<file path="src/rtl/serial_tx_pkg.sv">
// ============================================================================
// Module  : serial_tx_pkg
// Brief   : Shared types and constants for serial_pattern_tx.
//           SERIAL_TX_PARITY_EN selects whether frames carry an even-parity bit.
// Revision: 1.0 - initial release
// ============================================================================
`default_nettype none

package serial_tx_pkg;

    typedef enum logic [1:0] {
        ST_IDLE   = 2'd0,
        ST_SHIFT  = 2'd1,
        ST_PARITY = 2'd2,
        ST_GAP    = 2'd3
    } tx_state_t;

`ifdef SERIAL_TX_PARITY_EN
    localparam int PARITY_BITS = 1;
`else
    localparam int PARITY_BITS = 0;
`endif

endpackage

`default_nettype wire

</file>
<file path="src/rtl/tx_shift_reg.sv">
// ============================================================================
// Module  : tx_shift_reg
// Brief   : Parallel-load, left-shift register with MSB tap and word parity.
// Revision: 1.0 - initial release
// ============================================================================
`default_nettype none

module tx_shift_reg #(
    parameter int WIDTH     = 8,
    parameter bit PARITY_EN = 1'b0
) (
    input  logic             clk,
    input  logic             reset,
    input  logic             load_en,
    input  logic [WIDTH-1:0] load_data,
    input  logic             shift_en,
    output logic             msb,
    output logic             parity
);

    logic [WIDTH-1:0] sreg_q, sreg_d;

    always_comb begin
        sreg_d = sreg_q;
        if (load_en) begin
            sreg_d = load_data;
        end else if (shift_en) begin
            sreg_d = {sreg_q[WIDTH-2:0], 1'b0};
        end
    end

    always_ff @(posedge clk) begin
        if (!reset) begin
            sreg_q <= '0;
        end else begin
            sreg_q <= sreg_d;
        end
    end

    assign msb = sreg_q[WIDTH-1];

    generate
        if (PARITY_EN) begin : g_parity
            // Parity is latched with the word so later shifting cannot disturb it.
            logic parity_q, parity_d;

            always_comb begin
                parity_d = parity_q;
                if (load_en) begin
                    parity_d = ^load_data;
                end
            end

            always_ff @(posedge clk) begin
                if (!reset) begin
                    parity_q <= 1'b0;
                end else begin
                    parity_q <= parity_d;
                end
            end

            assign parity = parity_q;
        end else begin : g_no_parity
            assign parity = 1'b0;
        end
    endgenerate

endmodule

`default_nettype wire

</file>
<file path="src/rtl/serial_pattern_tx.sv">
// ============================================================================
// Module  : serial_pattern_tx
// Brief   : Ready/load word transmitter driving a serial line MSB-first.
//           Define SERIAL_TX_PARITY_EN to append an even-parity bit per frame.
// Revision: 1.0 - initial release
// ============================================================================
`default_nettype none

module serial_pattern_tx
    import serial_tx_pkg::*;
#(
    parameter int WIDTH = 8,
    parameter int GAP   = 2
) (
    input  logic             clk,
    input  logic             reset,
    input  logic             load,
    input  logic [WIDTH-1:0] data,
    output logic             ready,
    output logic             x,
    output logic             x_valid,
    output logic             done
);

    localparam int CNT_W = $clog2(WIDTH + 1);
    localparam int GAP_W = (GAP > 0) ? $clog2(GAP + 1) : 1;
    localparam logic [CNT_W-1:0] LAST_BIT = CNT_W'(WIDTH - 1);
    localparam logic [GAP_W-1:0] LAST_GAP = GAP_W'((GAP > 0) ? GAP - 1 : 0);
    localparam tx_state_t POST_FRAME = (GAP > 0) ? ST_GAP : ST_IDLE;

    tx_state_t        state_q, state_d;
    logic [CNT_W-1:0] bit_cnt_q, bit_cnt_d;
    logic [GAP_W-1:0] gap_cnt_q, gap_cnt_d;
    logic             shift_load;
    logic             shift_en;
    logic             sr_msb;
    logic             sr_parity;

    tx_shift_reg #(
        .WIDTH     (WIDTH),
        .PARITY_EN (PARITY_BITS != 0)
    ) u_shift_reg (
        .clk       (clk),
        .reset     (reset),
        .load_en   (shift_load),
        .load_data (data),
        .shift_en  (shift_en),
        .msb       (sr_msb),
        .parity    (sr_parity)
    );

    always_comb begin
        state_d    = state_q;
        bit_cnt_d  = bit_cnt_q;
        gap_cnt_d  = gap_cnt_q;
        shift_load = 1'b0;
        shift_en   = 1'b0;
        ready      = 1'b0;
        x          = 1'b0;
        x_valid    = 1'b0;
        done       = 1'b0;

        case (state_q)
            ST_IDLE: begin
                ready = 1'b1;
                if (load) begin
                    shift_load = 1'b1;
                    bit_cnt_d  = '0;
                    state_d    = ST_SHIFT;
                end
            end
            ST_SHIFT: begin
                x         = sr_msb;
                x_valid   = 1'b1;
                shift_en  = 1'b1;
                bit_cnt_d = bit_cnt_q + 1'b1;
                gap_cnt_d = '0;
                if (bit_cnt_q == LAST_BIT) begin
`ifdef SERIAL_TX_PARITY_EN
                    state_d = ST_PARITY;
`else
                    done    = 1'b1;
                    state_d = POST_FRAME;
`endif
                end
            end
            ST_PARITY: begin
                x       = sr_parity;
                x_valid = 1'b1;
                done    = 1'b1;
                state_d = POST_FRAME;
            end
            ST_GAP: begin
                gap_cnt_d = gap_cnt_q + 1'b1;
                if (gap_cnt_q == LAST_GAP) begin
                    state_d = ST_IDLE;
                end
            end
            default: begin
                state_d = ST_IDLE;
            end
        endcase
    end

    always_ff @(posedge clk) begin
        if (!reset) begin
            state_q   <= ST_IDLE;
            bit_cnt_q <= '0;
            gap_cnt_q <= '0;
        end else begin
            state_q   <= state_d;
            bit_cnt_q <= bit_cnt_d;
            gap_cnt_q <= gap_cnt_d;
        end
    end

endmodule

`default_nettype wire

</file>
<file path="config.mk">
export PLATFORM = sky130hd
export DESIGN_NAME = serial_pattern_tx
export DESIGN_NICKNAME = d
export VERILOG_FILES = /design/src/rtl/serial_tx_pkg.sv /design/src/rtl/tx_shift_reg.sv /design/src/rtl/serial_pattern_tx.sv
export SDC_FILE = /design/constraint.sdc
export NUM_CORES = 1
export LEC_CHECK = 0
export ABC_CLOCK_PERIOD_IN_PS = 4800
export BUFFER_PORTS_ARGS = -buffer_cell sky130_fd_sc_hd__buf_2
export CAP_MARGIN = 20
export CORE_MARGIN = 2
export CORE_UTILIZATION = 25
export DETAILED_ROUTE_END_ITERATION = 16
export MAX_ROUTING_LAYER = met4
export PLACE_DENSITY = 0.52
export RECOVER_POWER = 50
export SETUP_SLACK_MARGIN = 0.1
export SLEW_MARGIN = 20
export SYNTH_ARGS = -nofsm -noshare
export SYNTH_HDL_FRONTEND = slang
export SYNTH_SLANG_ARGS = --single-unit
</file>
<file path="constraint.sdc">
create_clock -name clk -period 4.8 [get_ports clk]
set_clock_uncertainty 0.2 [all_clocks]
set_input_delay 0.48 -clock clk [delete_from_list [all_inputs] [get_ports clk]]
set_output_delay 0.48 -clock clk [all_outputs]
set_load 0.02 [all_outputs]
</file>
# After elaboration in Yosys (flattened, before gate mapping)
# Index checks and enable logic that the tools add are counted.
word_totals:
  register_bits: 16
  output_inout_bits: 4
op_classes:
  n_reduce_logical: 7
  add_sub_neg: 2
  n_mux: 17
  eq_ne: 8
op_table:
  columns: ["cell", "n"]
  rows:
  - ["8-bit 2-to-1 mux", 2]
  - ["2-bit one-hot mux with 4 select lines", 1]
  - ["4-bit one-hot mux with 2 select lines", 1]
  - ["1-bit 2-to-1 mux", 7]
  - ["2-bit 2-to-1 mux", 3]
  - ["2-bit inequality test, second input constant", 3]
  - ["2-bit nonzero test", 3]
  - ["4-bit by 1-bit adder with 4-bit output, second input constant", 1]
  - ["2-bit by 1-bit equality test with 1-bit output, second input constant", 2]
  - ["2-bit equality test, second input constant", 2]
  - ["4-bit by 3-bit equality test with 1-bit output, second input constant", 1]
  - ["4-bit 2-to-1 mux", 1]
  - ["2-bit one-hot mux with 2 select lines", 1]
  - ["3-bit AND reduction", 1]
  - ["2-bit by 1-bit adder with 2-bit output, second input constant", 1]
  - ["2-bit logical NOT", 1]
  - ["1-bit one-hot mux with 2 select lines", 1]
  - ["2-bit AND reduction", 1]
  - ["2-bit OR reduction", 1]

# Logic depth before layout (Yosys ltp)
logic_depth:
  depth_word: 4
  ltp_mapped: 6

# By module
# A second synthesis with hierarchy kept.
unflattened:
  cells_unflattened: 94
  area_unflattened_um2: 945.9
modules_own_cells:
  columns: ["mod", "seq_area_each_um2", "area_each_um2", "cells_per_inst", "n_inst"]
  rows:
  - ["serial_pattern_tx", 160.2, 515.5, 57, 1]
  - ["tx_shift_reg", 160.2, 430.4, 37, 1]

# Worst setup path before layout
# No wires, ideal clock.
synth_path:
  path_kind: "register -> output"
  startpoint: "reg state_q[0]"
  endpoint: "out done"
  n_path_buf: 1
  slack_ns: 2.964
  required_time_ns: 4.120
  path_stages_with_launch: 6
  t_arrival_ns: 1.156
  path_cell_list: "dfxtp_1 ha_1 buf_2 inv_1 nor2_1 o21a_1"
synth_between:
  elab_chain_len: 2
  word_cells_on_any_way: 3
  classes_between: "2 x eq/ne; 1 x mux"
synth_rtl:
  columns: ["element", "line", "text"]
  rows:
  - ["start: declaration", "serial_pattern_tx.sv:31", "tx_state_t state_q, state_d;"]
  - ["start signal: assignment", "serial_pattern_tx.sv:111", "state_q <= state_d;"]
  - ["2-bit equality test or 2-bit by 1-bit equality test with 1-bit output (tied branches)", null, null]
  - ["1-bit one-hot mux with 2 select lines *", "serial_pattern_tx.sv:63", "case (state_q)"]
  - ["end: declaration", "serial_pattern_tx.sv:22", "output logic done"]
# Every way passes the cells marked *; elsewhere a longest branch is shown, timed or not.

# Worst setup path after layout
layout_path:
  startpoint: "reg state_q[1]"
  endpoint: "out done"
# Same word-level chain as after synthesis.

==> metrics.csv <==
stage,metric,value,unit
timing,setup_ws,2370,ps
clock_tree,clk_latency,290,ps
die,start_util,0.260,
synthesis,ys_ff_latch,16,
finish,drive_above_1_share,0.196,
clock_tree,numCtsBuffers,3,
finish,multi_input_area,485,um2
clock_tree,h-tree-depth,1,
critical_path,arrival,1750,ps
synthesis,synth_commonest_cells,"16 x dfxtp_1, 12 x nor2_1, 8 x ha_1, 8 x mux2i_1, 7 x a211oi_1",
critical_path,r2r-end,state_q[0]$_SDFFE_PN0P_,
critical_path,startpoint,state_q[1]$_SDFFE_PN0P_,
finish,antenna_cells,0,
timing,setup_viol,0,
worst_hold_path,holdPathStages,3,
clock_tree,root_buffer,clkbuf_4,
die,core-area,0.00331,mm2
grt,grt_pass1_wl,3080,um
die,ios,15,
critical_path,crit_path_top_delay_cell,ha_1,
synthesis,ys_seq_area_frac,0.373,
critical_path,cp_max_fo,9,
timing,slew_viol_final,0,
clock_tree,cts.sinks,16,
drt,first_iter_violations,32,
die,die_w,62.6,um
drt,dr.pass1.iters,3,
grt,grt_pass1_vias,701,
critical_path,crit_cells,6,
drt,totalWireLength,1710,um
clock_tree,clk_pin_slew,100,ps
critical_path,crit_path_end,done,
synthesis,ys.flop_type,dfxtp_1,
worst_hold_path,hp-class,input port to register,
synthesis,synthMostInstantiatedCell,dfxtp_1,
finish,fin_area,992,um2
critical_path,critical_path.top_delay_family,adder cells,
clock_tree,clock_path_buffers,2,
place,dpl_worst_slack,2670,ps
place,placedInstanceArea,973,um2
die,num_rows,21,
timing,period_share,0.505,
power,ir_drop,0.000167,V
place,gp_congestion,0.753,
critical_path,setup.worst_path.end_class,output port,
critical_path,cpMostUsedCell,inv_1,
finish,fin_util,0.300,
die,dieArea,0.00392,mm2
timing,relSlewSlack,0.569,
power,p_leak,0.000432,uW
critical_path,max_stage_delay,460,ps
grt,track_usage,0.102,
die,die_h,62.6,um
grt,grt-ovfl-total,0,
synthesis,syn_area_per_cell,9.34,um2
critical_path,reg2reg_slack,2720,ps
critical_path,worst_ep_required_time,4120,ps
drt,vias,682,
timing,tns,0,ps
synthesis,yosys_warnings,0,
critical_path,start_kind,register,
place,portBuffers,14,
status,status,completed,
critical_path,worstRegToRegCells,6,
synthesis,synth_area_leaders,"dfxtp_1 37%, ha_1 12%, mux2i_1 9.3%, a211oi_1 6.1%, nor2_1 5.2%",
finish,fin_nets,127,
clock_tree,cts_tree,built,
critical_path,crit_buf_inv,3,
timing,rsz0062_at_grt,false,
synthesis,synth_top_area_frac,0.373,
timing,period_minus_slack,2430,ps
synthesis,synthArstFlopShare,0,
finish,areaGrowthSynthToFinish,15.4,%
synthesis,synthesis.nets,111,
drt,vias_per_cell,4.46,
timing,hold_violations,0,
power,p_per_area,506,mW/mm2
place,hpwlAfterDp,1320,um
job,cap_violations,0,
drt,drtAntennaViolNets,0,
synthesis,postSynthCellCount,92,
drt,post-route-drc-count,0,
synthesis,syn_area,860,um2
clock_tree,cts_setup_buffers,0,
finish,fillers,383,
timing,tightest_slew,646,ps
drt,wl_per_cell,11.2,um
clock_tree,postCtsHoldBufs,0,
critical_path,crit-reg2reg-launch,state_q[0]$_SDFFE_PN0P_,
clock_tree,cts_resized,0,
synthesis,yosysTopAreaCell,dfxtp_1,
critical_path,crit_type,register to output port,
grt,antenna_found_initial,0,
grt,grt_max_degree,16,
critical_path,worstPathCellList,inv_1 -> ha_1 -> inv_1 -> nor2_1 -> o21a_1 -> buf_2,
synthesis,ys_types,27,
finish,seqCellArea,320,um2
timing,clock.fmax,412,MHz
synthesis,synth_edf_count,0,
==> per-stage QoR <==
| stage | power (uW) | hold slack, ps | std cells |
|---|---|---|---|
| floorplan | 375 | 248 | 92 |
| global placement | 421 | 270 | 149 |
| detailed placement | 430 | 272 | 149 |
| CTS | 524 | 255 | 153 |
| global route | 546 | 254 | 153 |
| finish | 502 | 261 | 153 |
==> sequential cells by signal, summed over array words and instances (netlist names) <==
register	flops
bit_cnt_q	4
u_shift_reg.sreg_q	8
state_q	2
gap_cnt_q	2
==> cell usage in the layout, fill, tap and decap left out <==
cell	n
dfxtp_1	16
buf_2	14
nor2_1	12
mux2i_1	8
ha_1	8
a211oi_1	7
inv_1	6
nand3_1	5
a21oi_1	4
nand2_1	3
nand2b_1	3
clkbuf_4	3
o21ai_0	2
nand3b_4	1
o21a_1	1
and2_1	1
or3_1	1
a32oi_1	1
nand3b_1	1
nor2b_1	1
a221oi_1	1
nor2_2	1
a211oi_2	1
or2b_1	1
o21ai_1	1
a22oi_1	1
o31ai_1	1
nor3_1	1
clkbuf_8	1
==> routing by layer <==
metal,track usage,share of wire,vias up
met1,0.116,0.49,314
met3,0.0450,0.047,0
met4,0.0167,0,0
met5,-,0,-
li1,-,-,353
met2,0.167,0.46,15
==> worst min-delay path by stage <==
stage | end | slack, ps | startpoint
CTS | bit_cnt_q[3]$_SDFFE_PN0P_ | 260 | reset
finish | u_shift_reg.sreg_q[0]$_SDFFE_PN0P_ | 260 | data[0]
global route | u_shift_reg.sreg_q[5]$_SDFFE_PN0P_ | 250 | data[5]
global placement | u_shift_reg.sreg_q[0]$_SDFFE_PN0P_ | 270 | u_shift_reg.sreg_q[0]$_SDFFE_PN0P_
floorplan | u_shift_reg.sreg_q[0]$_SDFFE_PN0P_ | 250 | u_shift_reg.sreg_q[0]$_SDFFE_PN0P_
detailed placement | u_shift_reg.sreg_q[0]$_SDFFE_PN0P_ | 270 | u_shift_reg.sreg_q[0]$_SDFFE_PN0P_
==> kinds of logic after synthesis <==
| kind of cell | Yosys count | synth area share |
|---|---|---|
| DFF | 16 | 0.373 |
| AOI/OAI and AO/OA | 20 | 0.183 |
| muxes | 8 | 0.0932 |
| and+or+nand+nor | 31 | 0.192 |
| buffers and inverters | 9 | 0.0422 |
| adders and majority gates | 8 | 0.116 |
==> layout make-up <==
class,count,area share
Tap cell,46,0.0580
Inverter,6,0.0227
Sequential cell,16,0.323
Clock buffer,4,0.0366
Timing Repair Buffer,14,0.0706
Multi-Input combinational cell,67,0.489
==> power breakdown <==
part           leakage [uW]  switching [uW]  total (uW)  internal [uW]
sequential         0.000131            23.3         188            165
combinational      0.000280             137         224           86.5
clock             0.0000210            43.7        89.8           46.1
==> worst register-to-register path: cells and delay by family (launching register included) <==
family	cells	cell delay, ps
AOI/OAI and AO/OA	2	730
adders and majority gates	1	270
buffers and inverters	1	100
DFF	1	450
and+or+nand+nor	2	250
(Power assumes the default switching activity.)
